===== config.mk =====
export PLATFORM = sky130hd
export DESIGN_NAME = hazard_controller_flat
export DESIGN_NICKNAME = d
export VERILOG_FILES = /design/src/rtl/hazard_controller_pkg.sv /design/src/rtl/hazard_controller_if.sv /design/src/rtl/hazard_controller_mem_wait_fsm.sv /design/src/rtl/hazard_controller.sv /design/src/flat_wrapper.sv
export SDC_FILE = /design/constraint.sdc
export NUM_CORES = 1
export LEC_CHECK = 0
export CAP_MARGIN = 10
export CORE_AREA = 5 5 115 117
export DETAILED_ROUTE_END_ITERATION = 12
export DIE_AREA = 0 0 120 122
export PLACE_DENSITY = 0.51
export SKIP_LAST_GASP = 1
export SYNTH_ARGS = -nofsm -noshare
export SYNTH_HDL_FRONTEND = slang
export SYNTH_SLANG_ARGS = --single-unit

===== constraint.sdc =====
create_clock -name clk -period 6.6 [get_ports clk]
set_clock_uncertainty 0.15 [all_clocks]
set_input_delay 1.98 -clock clk [delete_from_list [all_inputs] [get_ports clk]]
set_output_delay 1.98 -clock clk [all_outputs]
set_load 0.1 [all_outputs]

===== src/rtl/hazard_controller_pkg.sv =====
// Shared definitions for the core pipeline control blocks.
// Holds the memory-wait FSM state type, the R0 constant, the default
// data-memory wait length, the NOP control encoding loaded into ID/EXE on a
// bubble, and the register-match helper used by the hazard comparators.
package core_ctrl_pkg;

    typedef enum logic [1:0] {
        IDLE,
        BUSY,
        DONE
    } mem_state_t;

    localparam logic [4:0]  R0               = 5'd0;
    localparam int unsigned DEFAULT_MEM_WAIT = 6;
    localparam int unsigned WAIT_W           = 4;

    // ID/EXE control bundle; a bubble loads NOP_CTRL (every enable low).
    typedef struct packed {
        logic wb_en;
        logic mem_r_en;
        logic mem_w_en;
        logic br_en;
    } idex_ctrl_t;

    localparam idex_ctrl_t NOP_CTRL = '0;

    // A producer matches a consumer only when it writes back a nonzero register.
    function automatic logic reg_match(
        input logic [4:0] src,
        input logic [4:0] dst,
        input logic       wb_en
    );
        return wb_en && (src == dst) && (dst != R0);
    endfunction

endpackage


===== src/rtl/hazard_controller_if.sv =====
// Pipeline <-> hazard controller bundle.
// master: pipeline side (drives register numbers, enables, requests;
//         receives freeze/bubble/flush controls and counters).
// slave : hazard_controller side.
interface hazard_controller_if #(
    parameter int unsigned CNT_W = 16
);
    logic             fwd_en;
    logic [4:0]       id_src1;
    logic [4:0]       id_src2;
    logic             id_src2_used;
    logic             id_br_taken;
    logic [4:0]       exe_dest;
    logic             exe_wb_en;
    logic             exe_mem_r_en;
    logic [4:0]       mem_dest;
    logic             mem_wb_en;
    logic             mem_req;

    logic             pc_freeze;
    logic             ifid_freeze;
    logic             idex_bubble;
    logic             ifid_flush;
    logic             pipe_freeze;
    logic [CNT_W-1:0] stall_cnt;
    logic [CNT_W-1:0] freeze_cnt;
    logic [CNT_W-1:0] flush_cnt;

    modport master (
        output fwd_en, id_src1, id_src2, id_src2_used, id_br_taken,
               exe_dest, exe_wb_en, exe_mem_r_en, mem_dest, mem_wb_en, mem_req,
        input  pc_freeze, ifid_freeze, idex_bubble, ifid_flush, pipe_freeze,
               stall_cnt, freeze_cnt, flush_cnt
    );

    modport slave (
        input  fwd_en, id_src1, id_src2, id_src2_used, id_br_taken,
               exe_dest, exe_wb_en, exe_mem_r_en, mem_dest, mem_wb_en, mem_req,
        output pc_freeze, ifid_freeze, idex_bubble, ifid_flush, pipe_freeze,
               stall_cnt, freeze_cnt, flush_cnt
    );
endinterface


===== src/rtl/hazard_controller_mem_wait_fsm.sv =====
// Multi-cycle data-memory wait FSM.
// Ports: clk, rst (async, active high), mem_req (MEM-stage memory access),
//        mem_busy (pipeline must freeze this cycle).
// mem_busy is high for exactly MEM_WAIT cycles per access: the IDLE cycle in
// which the request appears plus MEM_WAIT-1 BUSY cycles. DONE is one free
// cycle in which the still-present request of the retiring access is ignored.
module mem_wait_fsm
    import core_ctrl_pkg::*;
#(
    parameter int unsigned MEM_WAIT = DEFAULT_MEM_WAIT
) (
    input  logic clk,
    input  logic rst,
    input  logic mem_req,
    output logic mem_busy
);
    localparam logic [WAIT_W-1:0] WAIT_LOAD = WAIT_W'(MEM_WAIT - 2);

    mem_state_t        state, state_nxt;
    logic [WAIT_W-1:0] cnt, cnt_nxt;

    always_ff @(posedge clk or posedge rst) begin
        if (rst) begin
            state <= IDLE;
            cnt   <= '0;
        end else begin
            state <= state_nxt;
            cnt   <= cnt_nxt;
        end
    end

    always_comb begin
        state_nxt = state;
        cnt_nxt   = cnt;
        case (state)
            IDLE: begin
                if (mem_req) begin
                    state_nxt = BUSY;
                    cnt_nxt   = WAIT_LOAD;
                end
            end
            BUSY: begin
                if (cnt == '0) state_nxt = DONE;
                else           cnt_nxt   = cnt - 1'b1;
            end
            DONE:    state_nxt = IDLE;
            default: state_nxt = IDLE;
        endcase
    end

    // Gated by rst so the freeze drops immediately on an asynchronous reset.
    assign mem_busy = !rst && (((state == IDLE) && mem_req) || (state == BUSY));

endmodule


===== src/rtl/hazard_controller.sv =====
// Pipeline hazard controller for the 5-stage core.
// Ports: clk, rst (async, active high), bus (hazard_controller_if.slave):
//   inputs  fwd_en, id_src1/2, id_src2_used, id_br_taken, exe_dest/wb_en/
//           mem_r_en, mem_dest/wb_en, mem_req
//   outputs pc_freeze, ifid_freeze, idex_bubble, ifid_flush, pipe_freeze and
//           saturating stall/freeze/flush counters.
// Priority: memory freeze > RAW stall > branch flush.
module hazard_controller
    import core_ctrl_pkg::*;
#(
    parameter int unsigned MEM_WAIT = DEFAULT_MEM_WAIT,
    parameter int unsigned CNT_W    = 16
) (
    input logic                clk,
    input logic                rst,
    hazard_controller_if.slave bus
);
    localparam logic [CNT_W-1:0] CNT_ONE = CNT_W'(1);

    logic mem_busy;
    logic src1_exe, src2_exe, src1_mem, src2_mem;
    logic raw;
    logic [CNT_W-1:0] stall_q, freeze_q, flush_q;

    mem_wait_fsm #(
        .MEM_WAIT (MEM_WAIT)
    ) u_mem_wait_fsm (
        .clk      (clk),
        .rst      (rst),
        .mem_req  (bus.mem_req),
        .mem_busy (mem_busy)
    );

    assign src1_exe = reg_match(bus.id_src1, bus.exe_dest, bus.exe_wb_en);
    assign src2_exe = bus.id_src2_used && reg_match(bus.id_src2, bus.exe_dest, bus.exe_wb_en);
    assign src1_mem = reg_match(bus.id_src1, bus.mem_dest, bus.mem_wb_en);
    assign src2_mem = bus.id_src2_used && reg_match(bus.id_src2, bus.mem_dest, bus.mem_wb_en);

    // With forwarding only a load in EXE cannot be bypassed in time.
    always_comb begin
        raw = 1'b0;
        if (!rst) begin
            if (bus.fwd_en) raw = bus.exe_mem_r_en && (src1_exe || src2_exe);
            else            raw = src1_exe || src2_exe || src1_mem || src2_mem;
        end
    end

    assign bus.pipe_freeze = mem_busy;
    assign bus.pc_freeze   = mem_busy || raw;
    assign bus.ifid_freeze = mem_busy || raw;
    assign bus.idex_bubble = raw && !mem_busy;
    assign bus.ifid_flush  = !rst && bus.id_br_taken && !mem_busy && !raw;

    always_ff @(posedge clk or posedge rst) begin
        if (rst) begin
            stall_q  <= '0;
            freeze_q <= '0;
            flush_q  <= '0;
        end else begin
            if (bus.idex_bubble && (stall_q != '1))  stall_q  <= stall_q + CNT_ONE;
            if (bus.pipe_freeze && (freeze_q != '1)) freeze_q <= freeze_q + CNT_ONE;
            if (bus.ifid_flush && (flush_q != '1))   flush_q  <= flush_q + CNT_ONE;
        end
    end

    assign bus.stall_cnt  = stall_q;
    assign bus.freeze_cnt = freeze_q;
    assign bus.flush_cnt  = flush_q;

endmodule


===== src/flat_wrapper.sv =====
// flat-port wrapper written by rule: the top's interface ports become plain ports
module hazard_controller_flat import core_ctrl_pkg::*;
#(
    parameter int unsigned MEM_WAIT = DEFAULT_MEM_WAIT,
    parameter int unsigned CNT_W    = 16
)
  (clk, rst, bus_fwd_en, bus_id_src1, bus_id_src2, bus_id_src2_used, bus_id_br_taken, bus_exe_dest, bus_exe_wb_en, bus_exe_mem_r_en, bus_mem_dest, bus_mem_wb_en, bus_mem_req, bus_pc_freeze, bus_ifid_freeze, bus_idex_bubble, bus_ifid_flush, bus_pipe_freeze, bus_stall_cnt, bus_freeze_cnt, bus_flush_cnt);
  hazard_controller_if #(.CNT_W(CNT_W)) bus_i ();
  input logic clk;
  input logic rst;
  input wire logic [$bits(bus_i.fwd_en)-1:0] bus_fwd_en;
  input wire logic [$bits(bus_i.id_src1)-1:0] bus_id_src1;
  input wire logic [$bits(bus_i.id_src2)-1:0] bus_id_src2;
  input wire logic [$bits(bus_i.id_src2_used)-1:0] bus_id_src2_used;
  input wire logic [$bits(bus_i.id_br_taken)-1:0] bus_id_br_taken;
  input wire logic [$bits(bus_i.exe_dest)-1:0] bus_exe_dest;
  input wire logic [$bits(bus_i.exe_wb_en)-1:0] bus_exe_wb_en;
  input wire logic [$bits(bus_i.exe_mem_r_en)-1:0] bus_exe_mem_r_en;
  input wire logic [$bits(bus_i.mem_dest)-1:0] bus_mem_dest;
  input wire logic [$bits(bus_i.mem_wb_en)-1:0] bus_mem_wb_en;
  input wire logic [$bits(bus_i.mem_req)-1:0] bus_mem_req;
  output wire logic [$bits(bus_i.pc_freeze)-1:0] bus_pc_freeze;
  output wire logic [$bits(bus_i.ifid_freeze)-1:0] bus_ifid_freeze;
  output wire logic [$bits(bus_i.idex_bubble)-1:0] bus_idex_bubble;
  output wire logic [$bits(bus_i.ifid_flush)-1:0] bus_ifid_flush;
  output wire logic [$bits(bus_i.pipe_freeze)-1:0] bus_pipe_freeze;
  output wire logic [$bits(bus_i.stall_cnt)-1:0] bus_stall_cnt;
  output wire logic [$bits(bus_i.freeze_cnt)-1:0] bus_freeze_cnt;
  output wire logic [$bits(bus_i.flush_cnt)-1:0] bus_flush_cnt;
  assign bus_i.fwd_en = bus_fwd_en;
  assign bus_i.id_src1 = bus_id_src1;
  assign bus_i.id_src2 = bus_id_src2;
  assign bus_i.id_src2_used = bus_id_src2_used;
  assign bus_i.id_br_taken = bus_id_br_taken;
  assign bus_i.exe_dest = bus_exe_dest;
  assign bus_i.exe_wb_en = bus_exe_wb_en;
  assign bus_i.exe_mem_r_en = bus_exe_mem_r_en;
  assign bus_i.mem_dest = bus_mem_dest;
  assign bus_i.mem_wb_en = bus_mem_wb_en;
  assign bus_i.mem_req = bus_mem_req;
  assign bus_pc_freeze = bus_i.pc_freeze;
  assign bus_ifid_freeze = bus_i.ifid_freeze;
  assign bus_idex_bubble = bus_i.idex_bubble;
  assign bus_ifid_flush = bus_i.ifid_flush;
  assign bus_pipe_freeze = bus_i.pipe_freeze;
  assign bus_stall_cnt = bus_i.stall_cnt;
  assign bus_freeze_cnt = bus_i.freeze_cnt;
  assign bus_flush_cnt = bus_i.flush_cnt;
  hazard_controller #(.MEM_WAIT(MEM_WAIT), .CNT_W(CNT_W)) u_core (.clk(clk), .rst(rst), .bus(bus_i));
endmodule

# == Word-level counts from Yosys, hierarchy flattened ==
# Cells that the tools add are included.
# word_totals
output_inout_bits,53
in_bits,29
ff_bits,54
elab_cells,63
# classes
add_sub_neg,4
n_eq_ne,11
n_reduce_logical,35
mux,8
# op_table
op,n
$add 16x1->16 const B,3
$ne 16x16->1 const B,3
$eq 5x5->1,4
$logic_and 1x1->1,20
$reduce_bool 5->1,2
$mux 4,2
$pmux 4 s2,1
$ne 2x2->1 const B,3
$logic_or 1x1->1,5
$logic_not 4->1,1
$mux 2,2
$pmux 2 s2,1
$sub 4x1->4 const B,1
$logic_not 1->1,3
$reduce_and 3->1,1
$eq 2x1->1 const B,1
$logic_not 2->1,1
$mux 1,2
$reduce_and 2->1,1
$reduce_bool 2->1,1

# == Logic depth before layout (Yosys ltp) ==
# logic_depth
depth_word,12
mapped_depth,7

# == By module ==
# A second synthesis with hierarchy kept.
# unflattened
hier_cells,288
area_unflattened_um2,2981.6
# modules_own_cells
mod,seq_area_each_um2,cells_each,area_per_inst_um2,n_inst
hazard_controller,1201.2,256,2658.8,1
mem_wait_fsm,150.1,32,322.8,1

# == Least setup slack after synthesis ==
# Ideal clock, no wire load.
# synth_path
path_type,in2out
start,input rst
end,output bus_pc_freeze
cell_stages,6
path_buffers,2
t_arrival_ns,5.296
slack_ns,-0.826
path_cell_list,inv_1 -> o2111ai_2 -> o22ai_4 -> buf_6 -> nand2b_1 -> buf_4
# synth_between
elab_chain_len,3
word_cells_on_any_way,4
classes_between,mux (1); reduce/logical (3)
# synth_rtl
element,line,text
start: declaration,flat_wrapper.sv:10,input logic rst;
$logic_not 1->1,--,
$logic_and 1x1->1,hazard_controller_mem_wait_fsm.sv:52,assign mem_busy = !rst && (((state == IDLE) && mem_req) || (state == BUSY));
$logic_or 1x1->1 *,--,
end: declaration,flat_wrapper.sv:22,output wire logic [$bits(bus_i.pc_freeze)-1:0] bus_pc_freeze;
# Every way passes the cells marked *; elsewhere a longest branch is shown, timed or not.

# == Worst setup path after layout ==
# layout_path
start,input bus_exe_dest[2]
end,output bus_pc_freeze
# layout_between
elab_chain_len,10
word_cells_on_any_way,15
classes_between,eq/ne (2); mux (2); reduce/logical (11)
# layout_rtl
element,line,text
start: declaration,flat_wrapper.sv:16,input wire logic [$bits(bus_i.exe_dest)-1:0] bus_exe_dest;
$eq 5x5->1,hazard_controller_pkg.sv:33,return wb_en && (src == dst) && (dst != R0);
$logic_and 1x1->1 (2 in a row),hazard_controller_pkg.sv:33,
$logic_and 1x1->1,hazard_controller.sv:35,"assign src2_exe = bus.id_src2_used && reg_match(bus.id_src2, bus.exe_dest, bus.exe_wb_en);"
$logic_or 1x1->1 *,"hazard_controller.sv:43, hazard_controller.sv:44",
$logic_or 1x1->1 (2 in a row),hazard_controller.sv:44,else raw = src1_exe || src2_exe || src1_mem || src2_mem;
$mux 1 *,hazard_controller.sv:43,if (bus.fwd_en) raw = bus.exe_mem_r_en && (src1_exe || src2_exe);
$mux 1 *,hazard_controller.sv:42,if (!rst) begin
$logic_or 1x1->1 *,hazard_controller.sv:49,assign bus.pc_freeze = mem_busy || raw;
# Marks and branches as above.

==> out/summary.txt <==
Chip height -> 122 um
Row count -> 41
Leading area contributor after synthesis -> dfrtp_1
Grt ovf -> 0
Cts bufs inserted -> 5
# setup viols final -> 0
Slew margin rel. -> 32.5%
Clk root buf -> clkbuf_16
Crit start category -> input port
Initial DRC count -> 105
Peak supply drop -> 0.000212 V
Final Cell Area -> 4150 um^2
Worst-margin pin slew -> 1.01 ns
Synth Register Bits -> 54
Total Wirelength -> 7.34 mm
Largest net degree at the start of global routing -> 30
Syn Inst Count -> 274
Post-DP HPWL -> 5.68 mm
Area of the multi-input gates -> 1530 um^2
Fillers -> 1239
Ys Warns -> 0
Fin Setup TNS -> 0 ns
Placed Area -> 3990 um^2
Setup crit end kind -> output port
Ranking of synthesized cells by area -> dfrtp_1, xor2_1, xnor2_1
RSZ-0062 raised after global routing -> no
Post-CTS sizing -> 0
Synth top area share -> 45.8%
CTS tree -> built
Netlist cell types -> 37
Post-layout nets -> 392
Pwr per Cell Area -> 325 nW/um^2
Drt drc -> 0
Period utilization -> 92.8%
Syn Nets -> 307
CTS Buffer Depth -> 2
Storage element area -> 1350 um^2
First-pass GRT wire length -> 12.4 mm
Via count -> 2344
Max-cap viol count -> 0
Initial antenna violation count -> 0
Share of cells above drive strength 1 -> 10.6%
Worst slack, placed -> 0.452 ns
Sequential element share of the synthesized area -> 45.8%
Layout area overhead -> 40.7%
Required time of the critical path -> 4.47 ns
Total Routing Usage GR -> 10.3%
Hold_buf cts -> 0
Hold WC Path Type -> flip-flop to flip-flop
Clk slew on worst S/H paths -> 0.07 ns
Initial Utilization -> 24.1%
Tmin final -> 6.13 ns
Peak Freq -> 0.163 GHz
Final Power -> 1.35 mW
Postcts setup bufs -> 0
Clk sinks -> 54
Pleak -> 1.70 nW
Outcome -> completed
Post-synthesis cell area -> 2950 um^2
DR vias/cell -> 4.61
Crit path kind -> input port to output port
Htree depth -> 2
Latest clock arrival within the worst-skew pair -> 0.29 ns
Number of port buffers -> 81
PnR worst setup slack -> 0.472 ns
CP Max Fanout -> 6
GP Congestion -> 0.759
Vias in the first global route -> 2444
Area of the die -> 14600 um^2
Core footprint -> 12300 um^2
Critical Path AT -> 4.00 ns
Die X -> 120 um
Syn_area_per_cell -> 10.8 um^2
Max-slew violations -> 0
Final hold slack -> 0.338 ns
WL/cell -> 14.4 um
DRT antenna net count -> 0
I/O pins -> 82
ANT cells -> 0
Endpoints failing hold -> 0
DR pass1 iterations -> 4
==> cell usage after synthesis, drive strengths merged <==
cell / count
xor2: 34
and2: 3
nor3: 14
a41oi: 1
xnor2: 30
and4: 4
o22ai: 2
nand4: 12
a22o: 2
nand3: 24
nor2b: 2
a32oi: 2
ha: 4
o21ai: 4
nand2: 17
inv: 7
o2111ai: 1
nor2: 9
a21oi: 1
nor4: 11
nor3b: 1
and3: 9
nand2b: 8
mux2: 5
or3: 1
o21bai: 1
a21o: 2
clkbuf: 3
dfrtp: 54
or4: 2
buf: 4
==> per-layer routing <==
metal	share of wire (%)	vias to the layer above	GRT usage, %	wire length, um
met5	0	-	0	0
met4	1.1	0	2.58	78
met3	5.4	5	2.92	397
met2	47	55	16.6	3480
met1	46	1152	13.8	3380
li1	-	1132	-	-
==> path summary, 6_finish.rpt <==
check                                                 startpoint  depth (start not counted)  slack (ns)                                    end
hold / removal             u_core.bus.freeze_cnt[13]$_DFFE_PP0P_                          1        0.34  u_core.bus.freeze_cnt[13]$_DFFE_PP0P_
setup reg to reg             u_core.bus.flush_cnt[6]$_DFFE_PP0P_                          6        3.97    u_core.bus.flush_cnt[1]$_DFFE_PP0P_
hold reg to reg            u_core.bus.freeze_cnt[13]$_DFFE_PP0P_                          1        0.34  u_core.bus.freeze_cnt[13]$_DFFE_PP0P_
min in group asynchronous                                    rst                          3        2.06    u_core.bus.stall_cnt[5]$_DFFE_PP0P_
max in group asynchronous                                    rst                          3        3.94   u_core.bus.freeze_cnt[5]$_DFFE_PP0P_
setup / recovery                                 bus_exe_dest[2]                          7        0.47                          bus_pc_freeze
==> cells in the final DEF, fill, tap and decap left out, types with 2 or more instances in the layout <==
master,n
o21ai_0,3
nor4_1,5
buf_12,5
and2_1,3
a21o_1,2
or4_1,2
nand2b_1,8
dfrtp_1,54
and4_1,4
xnor2_1,30
mux2_2,2
nand3_1,24
ha_1,4
inv_1,6
nand4_1,12
a32oi_1,2
nand2_1,17
nor3_2,8
nor2_1,9
mux2_1,3
buf_4,4
and3_1,9
nor3_1,6
clkdlybuf4s50_1,76
clkbuf_16,5
nor4_2,6
xor2_1,34
a22o_1,2
==> registers in the layout (all words and copies together) (netlist names) <==
name / flops
u_core.u_mem_wait_fsm.cnt: 4
u_core.bus.flush_cnt: 16
u_core.u_mem_wait_fsm.state: 2
u_core.bus.stall_cnt: 16
u_core.bus.freeze_cnt: 16
==> power by group <==
| part | leakage, nW | switching (mW) | internal, mW | total (mW) |
|---|---|---|---|---|
| clock | 0.0799 | 0.121 | 0.178 | 0.299 |
| combinational | 0.898 | 0.424 | 0.180 | 0.604 |
| sequential | 0.718 | 0.0641 | 0.383 | 0.447 |
| total | 1.70 | 0.609 | 0.741 | 1.35 |
==> logic make-up after synthesis <==
group                      count (synthesis)  synth area share (%)
adders and majority gates                  4                  1.70
buffers and inverters                     14                  2.54
AOI/OAI and AO/OA                         16                  4.96
and+or+nand+nor                          117                  24.1
muxes                                      5                  1.91
DFF                                       54                  45.8
xor gates and xnor gates                  64                  19.0
==> metrics by stage <==
stage	utilization, %	instances
floorplan	-	274
global placement	32.5	502
detailed placement	32.5	502
CTS	33.9	509
global route	33.9	509
finish	33.9	509
==> worst max-delay path: stages <==
cell             delay, ns
clkdlybuf4s50_1       0.47
xor2_1                0.18
nor4_1                0.29
a32oi_1               0.24
o22ai_4               0.34
nand2b_1              0.28
buf_12                0.21
==> layout make-up <==
cell class | count | area share [%]
inverters | 7 | 0.724
repair buffers | 85 | 21.5
well taps | 150 | 4.52
clock buffers | 5 | 3.01
multi-input cells | 206 | 36.8
clock inverters | 2 | 0.935
flip-flops and latches | 54 | 32.6
No activity file was read; power rests on OpenSTA's default activity.
